## src/rtl/sparse_xor_accum_pp_pkg.sv

```systemverilog
// rtl/sparse_xor_accum_pp_pkg.sv - shared types and constants for sparse_xor_accum_pp
// Purpose : read-side state encoding and the width of the frame counter.
// Ports   : none (package).
package sparse_mult_pkg;

  localparam int FRAME_CNT_W = 16;

  typedef enum logic [1:0] {
    ST_EMPTY = 2'd0,
    ST_PING  = 2'd1,
    ST_PONG  = 2'd2
  } rd_state_t;

endpackage

```

## src/rtl/sparse_xor_accum_pp_word_buffer.sv

```systemverilog
// rtl/sparse_xor_accum_pp_word_buffer.sv - two-entry ping-pong result store
// Purpose : holds up to two finished frame results. Writes alternate ping,
//           pong, ping...; reads drain them in the same order.
// Ports   : i_clock, i_reset_n     clock, async active-low reset
//           i_wr_en, i_wr_data     store a result into the entry at the write pointer
//           i_rd_en                release the entry at the read pointer
//           o_ping_data/o_pong_data entry contents
//           o_full[1:0]            per-entry occupancy (bit 0 ping, bit 1 pong)
//           o_wr_ptr               entry the next write lands in (0 ping, 1 pong)
module pp_word_buffer #(
  parameter int WIDTH = 96
) (
  input  logic             i_clock,
  input  logic             i_reset_n,
  input  logic             i_wr_en,
  input  logic [WIDTH-1:0] i_wr_data,
  input  logic             i_rd_en,
  output logic [WIDTH-1:0] o_ping_data,
  output logic [WIDTH-1:0] o_pong_data,
  output logic [1:0]       o_full,
  output logic             o_wr_ptr
);

  logic [WIDTH-1:0] r_ping;
  logic [WIDTH-1:0] r_pong;
  logic [1:0]       r_full;
  logic             r_wr_ptr;
  logic             r_rd_ptr;
  logic [1:0]       w_full_next;

  // A read and a write in the same cycle always target different entries,
  // so clearing first and then setting is order-independent.
  always_comb begin
    w_full_next = r_full;
    if (i_rd_en) w_full_next[r_rd_ptr] = 1'b0;
    if (i_wr_en) w_full_next[r_wr_ptr] = 1'b1;
  end

  always_ff @(posedge i_clock or negedge i_reset_n) begin
    if (!i_reset_n) begin
      r_ping   <= '0;
      r_pong   <= '0;
      r_full   <= 2'b00;
      r_wr_ptr <= 1'b0;
      r_rd_ptr <= 1'b0;
    end else begin
      if (i_wr_en) begin
        if (r_wr_ptr) r_pong <= i_wr_data;
        else          r_ping <= i_wr_data;
        r_wr_ptr <= ~r_wr_ptr;
      end
      if (i_rd_en) r_rd_ptr <= ~r_rd_ptr;
      r_full <= w_full_next;
    end
  end

  assign o_ping_data = r_ping;
  assign o_pong_data = r_pong;
  assign o_full      = r_full;
  assign o_wr_ptr    = r_wr_ptr;

endmodule

```

## src/rtl/sparse_xor_accum_pp.sv

```systemverilog
// rtl/sparse_xor_accum_pp.sv - per-frame masked XOR reduction with ping-pong output
// Purpose : XORs the MASK-selected words of each FRAME_LEN-word frame (or passes
//           the last word when PASS_LAST=1) and queues the result in a two-entry
//           ping-pong buffer drained over a valid/ready handshake.
// Ports   : i_clock, i_reset_n               clock, async active-low reset
//           i_input_data/valid, o_input_ready input word handshake
//           o_output_data/valid, i_output_ready result handshake
//           o_frame_count                     results delivered since reset (wraps)
module sparse_xor_accum_pp
  import sparse_mult_pkg::*;
#(
  parameter int                   WIDTH     = 96,
  parameter int                   FRAME_LEN = 11,
  parameter logic [FRAME_LEN-1:0] MASK      = '1,
  parameter int                   PASS_LAST = 0
) (
  input  logic                   i_clock,
  input  logic                   i_reset_n,
  input  logic [WIDTH-1:0]       i_input_data,
  input  logic                   i_input_valid,
  output logic                   o_input_ready,
  output logic [WIDTH-1:0]       o_output_data,
  output logic                   o_output_valid,
  input  logic                   i_output_ready,
  output logic [FRAME_CNT_W-1:0] o_frame_count
);

  localparam int             IDX_W    = $clog2(FRAME_LEN);
  localparam logic [IDX_W-1:0] LAST_IDX = IDX_W'(FRAME_LEN - 1);

  logic [IDX_W-1:0]       r_index;
  logic [WIDTH-1:0]       r_acc;
  logic                   r_run;
  rd_state_t              r_state;
  logic [FRAME_CNT_W-1:0] r_frame_count;

  logic             w_last;
  logic             w_in_fire;
  logic             w_out_fire;
  logic             w_wr_en;
  logic [WIDTH-1:0] w_masked;
  logic [WIDTH-1:0] w_final;
  logic [WIDTH-1:0] w_ping_data;
  logic [WIDTH-1:0] w_pong_data;
  logic [1:0]       w_full;
  logic             w_wr_ptr;

  assign w_last     = (r_index == LAST_IDX);
  // Only the frame-closing word needs a free buffer; r_run keeps ready low
  // through reset and the first edge after release. All terms are registers.
  assign o_input_ready = r_run & ~(w_last & (&w_full));
  assign w_in_fire  = i_input_valid & o_input_ready;
  assign w_out_fire = o_output_valid & i_output_ready;
  assign w_wr_en    = w_in_fire & w_last;
  assign w_masked   = MASK[r_index] ? i_input_data : '0;
  assign w_final    = (PASS_LAST != 0) ? i_input_data : (r_acc ^ w_masked);

  always_ff @(posedge i_clock or negedge i_reset_n) begin
    if (!i_reset_n) begin
      r_index <= '0;
      r_acc   <= '0;
      r_run   <= 1'b0;
    end else begin
      r_run <= 1'b1;
      if (w_in_fire) begin
        r_index <= w_last ? '0 : r_index + IDX_W'(1);
        if (PASS_LAST != 0) r_acc <= w_last ? i_input_data : '0;
        else                r_acc <= ((r_index == '0) ? '0 : r_acc) ^ w_masked;
      end
    end
  end

  pp_word_buffer #(
    .WIDTH (WIDTH)
  ) u_buf (
    .i_clock     (i_clock),
    .i_reset_n   (i_reset_n),
    .i_wr_en     (w_wr_en),
    .i_wr_data   (w_final),
    .i_rd_en     (w_out_fire),
    .o_ping_data (w_ping_data),
    .o_pong_data (w_pong_data),
    .o_full      (w_full),
    .o_wr_ptr    (w_wr_ptr)
  );

  // The state names the entry being presented. It follows the write strobe
  // directly (not the registered full flag) so valid appears one cycle after
  // the closing word; a write during a read means the other entry is now due.
  always_ff @(posedge i_clock or negedge i_reset_n) begin
    if (!i_reset_n) begin
      r_state <= ST_EMPTY;
    end else begin
      case (r_state)
        ST_EMPTY: if (w_wr_en) r_state <= w_wr_ptr ? ST_PONG : ST_PING;
        ST_PING:  if (w_out_fire) r_state <= (w_full[1] | w_wr_en) ? ST_PONG : ST_EMPTY;
        ST_PONG:  if (w_out_fire) r_state <= (w_full[0] | w_wr_en) ? ST_PING : ST_EMPTY;
        default:  r_state <= ST_EMPTY;
      endcase
    end
  end

  always_ff @(posedge i_clock or negedge i_reset_n) begin
    if (!i_reset_n) r_frame_count <= '0;
    else if (w_out_fire) r_frame_count <= r_frame_count + FRAME_CNT_W'(1);
  end

  assign o_output_valid = (r_state != ST_EMPTY);
  assign o_frame_count  = r_frame_count;

  always_comb begin
    o_output_data = '0;
    case (r_state)
      ST_PING: o_output_data = w_ping_data;
      ST_PONG: o_output_data = w_pong_data;
      default: o_output_data = '0;
    endcase
  end

endmodule

```

## config.mk

```make
export PLATFORM = sky130hd
export DESIGN_NAME = sparse_xor_accum_pp
export DESIGN_NICKNAME = d
export VERILOG_FILES = /design/src/rtl/sparse_xor_accum_pp_pkg.sv /design/src/rtl/sparse_xor_accum_pp_word_buffer.sv /design/src/rtl/sparse_xor_accum_pp.sv
export SDC_FILE = /design/constraint.sdc
export NUM_CORES = 1
export LEC_CHECK = 0
export ABC_AREA = 0
export CAP_MARGIN = 20
export CELL_PAD_IN_SITES_DETAIL_PLACEMENT = 1
export CELL_PAD_IN_SITES_GLOBAL_PLACEMENT = 2
export CORE_MARGIN = 3
export CORE_UTILIZATION = 25
export DETAILED_ROUTE_END_ITERATION = 12
export MAX_ROUTING_LAYER = met4
export PLACE_DENSITY_LB_ADDON = 0.12
export SYNTH_ARGS = -nofsm -noshare
export SYNTH_HDL_FRONTEND = slang
export SYNTH_SLANG_ARGS = --single-unit
```

## constraint.sdc

```tcl
create_clock -name i_clock -period 2.2 [get_ports i_clock]
set_input_delay 0.22 -clock i_clock [delete_from_list [all_inputs] [get_ports i_clock]]
set_output_delay 0.22 -clock i_clock [all_outputs]
set_load 0.01 [all_outputs]
```

==> results.py, run 1 <==
metrics = {
    "run_status": {
        "status": "finished with violations",
        "violations": "negative setup slack",
    },
    "logic_synthesis": {
        "synth.avg_cell_area_sq_um": 9.416,
        "ys_seq_area_frac": 0.5279,
        "synthTopCellsByCount": "315 x dfrtp_1, 292 x a21oi_1, 108 x nand3_1, 108 x xnor2_1, 107 x nand2_1",
        "synth_ff_type": "dfrtp_1",
        "synth.most_common_cell": "dfrtp_1",
        "synthArstFlopShare": 1.000,
        "synth_edf_count": 0,
        "synth_seq_cells": 315,
        "synth.area.top_cells": "dfrtp_1 53%, a21oi_1 9.8%, xnor2_1 6.3%",
        "ys_types": 38,
        "synth_fp_nets": 1691,
        "synth_top_cell_area_share": 0.5279,
        "yosysWarnings": 0,
        "syn-cell-area_sq_mm": 0.01493,
        "synth.largest_area_cell": "dfrtp_1",
        "syn_inst": 1586,
    },
    "timing": {
        "fin_ws_ns": -0.1482,
        "tightest_slew_ns": 0.6282,
        "setup_viol": 87,
        "min_period_ns": 2.348,
        "rsz0062_at_grt": "true",
        "slew_viol_final": 0,
        "fin_skew_ns": 0.01863,
        "fin_setup_tns_ns": -6.355,
        "fmax_ghz": 0.4259,
        "holdWs_ns": 0.2141,
        "hold_violations": 0,
        "min_period_over_period": 1.067,
        "slew_headroom": 0.5812,
    },
    "power_and_ir_drop": {
        "p_per_area_mw_per_mm2": 1421,
        "ir_drop_mv": 0.5101,
        "p_leak_nw": 8.721,
    },
    "setup_path": {
        "worst_ep_required_time_ns": 1.98,
        "start_kind": "flip-flop",
        "crit_type": "reg -> out",
        "cp-end-kind": "output port",
        "crit_arrival_ns": 2.13,
        "path_max_fanout": 8,
    },
    "cts": {
        "htree_levels": 2,
        "clkLatencyLatePin_ns": 0.55,
        "clockRootBuffer": "clkbuf_16",
        "cts_buffer_depth": 3,
        "clk_pin_slew_ns": 0.05,
        "clock-sinks": 315,
        "cts_inserted_buffers": 41,
        "cts_tree": "done",
    },
    "final_layout": {
        "fin_nets": 1938,
        "seq_area_sq_mm": 0.007883,
        "multi_input_area_sq_mm": 0.007416,
        "fin_cells": 2631,
        "n_fill_cell": 6482,
        "drive_above_1_share": 0.2362,
        "area_growth_pct": 43.23,
        "fin_area_sq_mm": 0.02139,
    },
    "placed_design": {
        "post-dp-hpwl_um": 29980,
        "dp_cells": 2493,
        "post_dp_cell_area_sq_mm": 0.01820,
        "port-buffer-count": 213,
        "place_congestion": 0.7257,
    },
    "run": {
        "max_cap_violations": 0,
    },
    "floorplan": {
        "die-area_sq_mm": 0.06270,
        "coreArea_sq_mm": 0.05836,
        "die_h_um": 250.4,
        "io_pins": 214,
        "start_util": 0.2559,
        "fp-row-count": 88,
        "die_width_um": 250.4,
    },
    "global_route": {
        "grt_pass1_vias": 13130,
        "antenna_found_initial": 3,
        "grt_pass1_wl_um": 78230,
        "grt_max_degree": 111,
        "grt.total_usage": 0.1617,
        "grt_overflow": 0,
    },
    "route": {
        "drt-initial-drc-count": 401,
        "drc": 0,
        "wl_um": 49770,
        "wl_per_cell_um": 18.92,
        "viasPerCell": 4.759,
        "firstDrtPassIters": 4,
        "drtAntennaViolNets": 0,
        "vias": 12520,
    },
    "worst_hold_path": {
        "hp-class": "in -> async",
    },
}
[power breakdown]
part	switching (mW)	internal, mW
Clock	2.64	4.17
Sequential	2.07	8.27
Combinational	6.12	7.12
Total	10.8	19.6
[worst paths after layout]
check | cells after the start | slack (ns) | end | start
max in group asynchronous | 3 | 1.17 | u_buf.o_pong_data[23]$_DFFE_PN0P_ | i_reset_n
min in group i_clock | 3 | 0.38 | r_acc[15]$_DFFE_PN0N_ | i_input_data[15]
setup / recovery | 9 | -0.15 | o_output_data[62] | r_state[0]$_DFFE_PN0P_
hold / removal | 2 | 0.21 | r_acc[68]$_DFFE_PN0N_ | i_reset_n
hold reg to reg | 1 | 0.47 | o_frame_count[15]$_DFFE_PN0P_ | o_frame_count[15]$_DFFE_PN0P_
setup reg to reg | 5 | 0.15 | r_acc[41]$_DFFE_PN0N_ | r_index[0]$_DFFE_PN0N_
[state kept, by name, indices dropped and copies added (netlist names)]
name               flops
o_frame_count         16
r_acc                 96
r_index                4
r_run                  1
r_state                2
u_buf.o_full           2
u_buf.o_ping_data     96
u_buf.o_pong_data     96
u_buf.o_wr_ptr         1
u_buf.r_rd_ptr         1
[cell families (layout without fill, tap and decap cells)]
| group | after synthesis | after routing | share of synthesized area |
|---|---|---|---|
| XOR/XNOR | 114 | 114 | 0.06686 |
| other | 1 | 4 | 0.0002511 |
| flip-flops | 315 | 315 | 0.5279 |
| AND/OR/NAND/NOR | 435 | 435 | 0.1404 |
| buffers and inverters | 123 | 400 | 0.04290 |
| adder cells (fa/ha/maj) | 5 | 5 | 0.004189 |
| AO/OA/AOI/OAI | 590 | 590 | 0.2152 |
| multiplexers | 3 | 3 | 0.002262 |
[per-stage QoR]
stage / setup slack [ns] / power [mW] / util
3_3_place_gp: -0.1009 / 19.34 / 0.3118
5_1_grt: -0.2416 / 32.58 / 0.3665
3_5_place_dp: -0.1084 / 19.71 / 0.3118
4_1_cts: -0.2316 / 30.48 / 0.3609
2_1_floorplan: 0.2461 / 15.55 / -
6_report: -0.1482 / 30.38 / 0.3665
[worst max-delay path: stages (launching register included)]
cell,delay [ns]
dfrtp_1,0.38
inv_2,0.06
buf_4,0.13
ha_4,0.21
buf_12,0.17
buf_12,0.14
buf_6,0.11
a22oi_2,0.19
nor2b_4,0.06
buf_6,0.12
[cell type report]
cell class	count	area share
Antenna cell	3	0.0003510
Clock buffer	62	0.05692
Clock inverter	11	0.006435
Inverter	4	0.0007020
Multi-Input combinational cell	1148	0.3467
Sequential cell	315	0.3686
Tap cell	765	0.04475
Timing Repair Buffer	323	0.1756
[metal layers]
| metal | share of wire | wire length [um] | global-route usage | vias to the layer above |
|---|---|---|---|---|
| li1 | - | - | - | 6061 |
| met1 | 0.47 | 23420 | 0.2116 | 6248 |
| met2 | 0.48 | 23800 | 0.2627 | 159 |
| met3 | 0.037 | 1835 | 0.02866 | 52 |
| met4 | 0.014 | 716 | 0.03511 | 0 |
| met5 | 0 | 0 | - | - |
[layout by cell type (no fill, tap or decap), drive strengths merged, types with 2 or more instances in the layout]
cell type,n
nand4,3
clkdlybuf4s50,114
and3,2
and4,2
nand2b,2
xnor2,108
dfrtp,315
and2,2
nor2,103
inv,6
bufinv,3
buf,204
mux2,3
clkinv,6
a21oi,292
nor2b,98
o21ai,195
nand3,108
ha,5
a22oi,97
clkbuf,65
xor2,6
diode,3
nand2,107
a21o,2
nor4,2
[timing repair]
action                                 4_1_cts  5_1_grt
hold buffers                                 1        0
pin swaps                                   20       22
endpoints found under the hold margin       52        0
cloned                                      15        2
setup buffers                               43       12
setup endpoints to repair                   98       97
gates resized for setup                    637       77
(Power assumes the default switching activity.)
==> run 2, diff against run 1 <==
- CTS_BUF_LIST: not set -> sky130_fd_sc_hd__clkbuf_4
==> results.py, run 2 (synthesis results as in run 1) <==
metrics = {
    "route": {
        "wl_per_cell_um": 18.36,
        "drc": 0,
        "vias": 12860,
        "drt-initial-drc-count": 375,
        "viasPerCell": 4.744,
        "drtAntennaViolNets": 0,
        "wl_um": 49780,
        "firstDrtPassIters": 5,
    },
    "global_route": {
        "grt_overflow": 0,
        "grt_pass1_wl_um": 78360,
        "grt.total_usage": 0.1620,
        "grt_max_degree": 111,
        "grt_pass1_vias": 13690,
        "antenna_found_initial": 6,
    },
    "setup_path": {
        "cp-end-kind": "output port",
        "slowest_delay_ns": 0.40,
        "path_buf_inv": 4,
        "path_cells": "buf_6, ha_4, buf_12, buf_12, a22oi_2, nor2b_4, buf_6",
        "start_kind": "flip-flop",
        "crit_arrival_ns": 2.34,
        "cpMaxStageDelayCell": "dfrtp_1",
        "path_max_fanout": 7,
        "worst_ep_required_time_ns": 1.98,
        "critPathTopFamily": "buffers and inverters",
        "crit_type": "reg -> out",
    },
    "cts": {
        "cts_tree": "done",
        "clock-sinks": 315,
        "clockRootBuffer": "clkbuf_4",
        "htree_levels": 3,
        "cts_inserted_buffers": 97,
        "clkLatencyLatePin_ns": 0.81,
        "cts_buffer_depth": 3,
        "clk_pin_slew_ns": 0.06,
    },
    "placed_design": {
        "post_dp_cell_area_sq_mm": 0.01820,
        "port-buffer-count": 213,
        "post-dp-hpwl_um": 29980,
        "pre_cts_ws_ns": -0.1084,
        "place_congestion": 0.7257,
    },
    "final_layout": {
        "fin_nets": 1984,
        "final_common_cell": "dfrtp_1",
        "final_cell_mix": "310 x dfrtp_1, 291 x a21oi_1, 145 x clkbuf_4",
        "fin_area_sq_mm": 0.02095,
        "drive_above_1_share": 0.2651,
        "area_growth_pct": 40.32,
        "fin_util": 0.3591,
    },
    "timing": {
        "slew_viol_final": 0,
        "fmax_ghz": 0.3912,
        "fin_setup_tns_ns": -27.47,
        "min_period_over_period": 1.162,
        "rsz0062_at_grt": "true",
        "hold_violations": 0,
        "slew_headroom": 0.6199,
        "tightest_slew_ns": 0.5702,
        "fin_skew_ns": 0.03245,
        "holdWs_ns": 0.1351,
        "min_period_ns": 2.557,
        "setup_viol": 96,
        "fin_ws_ns": -0.3566,
    },
    "floorplan": {
        "die-area_sq_mm": 0.06270,
        "die_h_um": 250.4,
        "start_util": 0.2559,
        "fp-row-count": 88,
        "io_pins": 214,
        "coreArea_sq_mm": 0.05836,
        "die_width_um": 250.4,
    },
    "worst_hold_path": {
        "hp-class": "in -> reg",
    },
    "power_and_ir_drop": {
        "ir_drop_mv": 0.4921,
        "p_per_area_mw_per_mm2": 1349,
        "p_leak_nw": 8.640,
    },
    "run": {
        "max_cap_violations": 0,
    },
    "run_status": {
        "violations": "negative setup slack",
        "status": "finished with violations",
    },
}
## run 2: metal layers
layer / track usage / part of all wire
met2: 0.2601 / 0.48
met1: 0.2018 / 0.46
met4: 0.05060 / 0.021
met5: - / 0
met3: 0.03914 / 0.040
## run 2: worst reg2reg max path, delay by kind of cell, from the launching register on
| family | cells | cell delay, ns |
|---|---|---|
| and+or+nand+nor | 2 | 0.85 |
| AOI/OAI and AO/OA | 2 | 0.27 |
| buffers and inverters | 2 | 0.40 |
| DFF | 1 | 0.40 |
## run 2: layout make-up
| type | count | area, sq um |
|---|---|---|
| Fill cell | 6622 | 37400 |
| Antenna cell | 7 | 17.52 |
| Clock inverter | 14 | 80.08 |
| Inverter | 4 | 15.01 |
| Multi-Input combinational cell | 1148 | 7398 |
| Sequential cell | 315 | 7889 |
| Timing Repair Buffer | 313 | 3508 |
| Clock buffer | 145 | 1089 |
| Tap cell | 765 | 957.2 |
## run 2: where the power goes
part / total (mW) / switching [mW] / leakage (nW) / internal [mW]
logic: 12.2 / 5.83 / 4.00 / 6.41
clock network: 5.70 / 2.63 / 0.704 / 3.07
registers: 10.3 / 2.05 / 3.93 / 8.28
total: 28.3 / 10.5 / 8.64 / 17.8
## run 2: through the flow
stage | instances | total power, mW
6_report | 2711 | 28.27
5_1_grt | 2711 | 30.60
4_1_cts | 2704 | 28.25
3_5_place_dp | 2493 | 19.71
3_3_place_gp | 2493 | 19.34
2_1_floorplan | 1586 | 15.55
## run 2: worst paths after layout
path                       depth (start not counted)  slack (ns)                       endpoint                           from
setup / recovery                                   7       -0.36              o_output_data[95]         r_state[1]$_DFFE_PN0P_
hold / removal                                     3        0.14          r_acc[18]$_DFFE_PN0N_               i_input_data[18]
setup reg to reg                                   6        0.20          r_acc[41]$_DFFE_PN0N_         r_index[0]$_DFFE_PN0N_
hold reg to reg                                    1        0.47  o_frame_count[15]$_DFFE_PN0P_  o_frame_count[15]$_DFFE_PN0P_
max in group asynchronous                          4        1.17          r_acc[27]$_DFFE_PN0N_                      i_reset_n
min in group asynchronous                          4        0.64          r_acc[72]$_DFFE_PN0N_                      i_reset_n
## run 2: what timing repair did
action | in CTS | in global routing
pin swaps | 19 | 25
endpoints found under the hold margin | 317 | 0
resized for setup | 609 | 106
endpoints found under the setup margin | 99 | 98
buffers inserted | 43 | 3
hold buffers | 5 | 0
cloned | 7 | 7
==> edit, RTL diff (settings of run 2) <==
`WIDTH` is set to 96 in 2 places; all go to 88.
--- a/src/rtl/sparse_xor_accum_pp_word_buffer.sv
+++ b/src/rtl/sparse_xor_accum_pp_word_buffer.sv
@@ -8,7 +8,7 @@
 //           o_full[1:0]            per-entry occupancy (bit 0 ping, bit 1 pong)
 //           o_wr_ptr               entry the next write lands in (0 ping, 1 pong)
 module pp_word_buffer #(
-  parameter int WIDTH = 96
+  parameter int WIDTH = 88
 ) (
   input  logic             i_clock,
   input  logic             i_reset_n,
--- a/src/rtl/sparse_xor_accum_pp.sv
+++ b/src/rtl/sparse_xor_accum_pp.sv
@@ -9,7 +9,7 @@
 module sparse_xor_accum_pp
   import sparse_mult_pkg::*;
 #(
-  parameter int                   WIDTH     = 96,
+  parameter int                   WIDTH     = 88,
   parameter int                   FRAME_LEN = 11,
   parameter logic [FRAME_LEN-1:0] MASK      = '1,
   parameter int                   PASS_LAST = 0
Interface: changed (resized i_input_data and o_output_data); port bits go from 214 to 198. The function was not compared with the original's and may differ.
==> edit against run 2 <==
Maximum frequency up 1.3%. Routed wire length down 5.7%. First-iteration DRC count up 26%. Critical endpoint is now o_output_data[5]. Sequential cell count down 24. Largest power group unchanged. Worst setup slack better by 33 ps. Clock power down 11%. Design area down 10%. The run still ends with setup timing left. Combinational power down 17%. Largest cell class unchanged. Synthesized area down 8.0%. Total power down 12%. Highest routed layer unchanged.
==> edit: results <==
[synthesis]
syn_nets = 1559
syn_avg_cell_area_sq_um = 9.399
ys_types = 39
synth-xor-area-share_pct = 6.757
seq_area_frac_synth_pct = 53.00
synth_compound_area_share_pct = 21.53
synth_mux_area_share_pct = 0.2459
synthAdderAreaFrac_pct = 0.4553

[timing]
setup_viol = 88
worst_hold_slack_ps = 110.2
finClkSkew_ps = 38.06
finalSetupTns_ps = -20110
fin_ws_ps = -323.5

[grt]
grtUsageTotal_pct = 17.00
met1_usage_pct = 21.32
antenna_found_initial = 10
grt_pass1_vias = 12660
grt.met2_usage_pct = 27.01
grt_pass1_wl_um = 74030
met3_usage_pct = 4.301
grt_max_degree = 101

[final_layout]
layout-drive-gt1-share_pct = 24.63
layoutNonFillerInstCount = 2476
layout.nets = 1826

[drt]
dr.pass1.iters = 4
highest_layer = "met4"
drtIter0Drc = 472
vias = 11810
drt-wirelength-per-cell_um = 18.96
wl_met3_um = 2132

[power]
p_switching_mw = 9.322
p_leak_nw = 7.722

[cts]
cts_resized = 446
cts_buffers = 90
clock_latency_ps = 790
cts_setup_buffers = 25

[placement]
hpwlAfterDp_um = 29160
routabilityCongestion = 0.7018
placedCellCount = 2293
numPortBuffers = 197

[worst_setup_path]
worst_ep_arrival_time_ps = 2300
r2r_cells = 10
r2r_end = "r_state[0]"
endpoint = "o_output_data[5]"
reg2reg_slack_ps = 160

[status]
status = "finished with violations"
violations = "setup timing"

[worst_hold_path]
hold_class = "input pin to async pin"
edit: area by class of cell:
class                           count  area, sq um
Fill cell                        6117        35380
Sequential cell                   291         7284
Tap cell                          696        870.8
Clock buffer                      122        915.9
Multi-Input combinational cell   1058         6524
Antenna cell                       10        25.02
Clock inverter                     11        97.59
Timing Repair Buffer              284         3017
Inverter                            4        20.02
edit: worst max-delay path: stages, from the launching register on:
cell and delay [ps]:
dfrtp_1 400, buf_6 130, ha_4 180, buf_12 140, buf_12 130, buf_16 150
a22oi_2 170, nor2b_2 80, buf_2 140
edit: power by group through the flow:
| stage | Combinational, mW | Clock (mW) | Sequential, mW |
|---|---|---|---|
| 4_1_cts | 10.0 | 5.38 | 9.46 |
| 6_report | 10.1 | 5.07 | 9.56 |
| 3_5_place_dp | 8.62 | 0 | 9.46 |
| 2_1_floorplan | 5.32 | 0 | 8.98 |
| 5_1_grt | 11.4 | 5.69 | 9.89 |
| 3_3_place_gp | 8.36 | 0 | 9.41 |
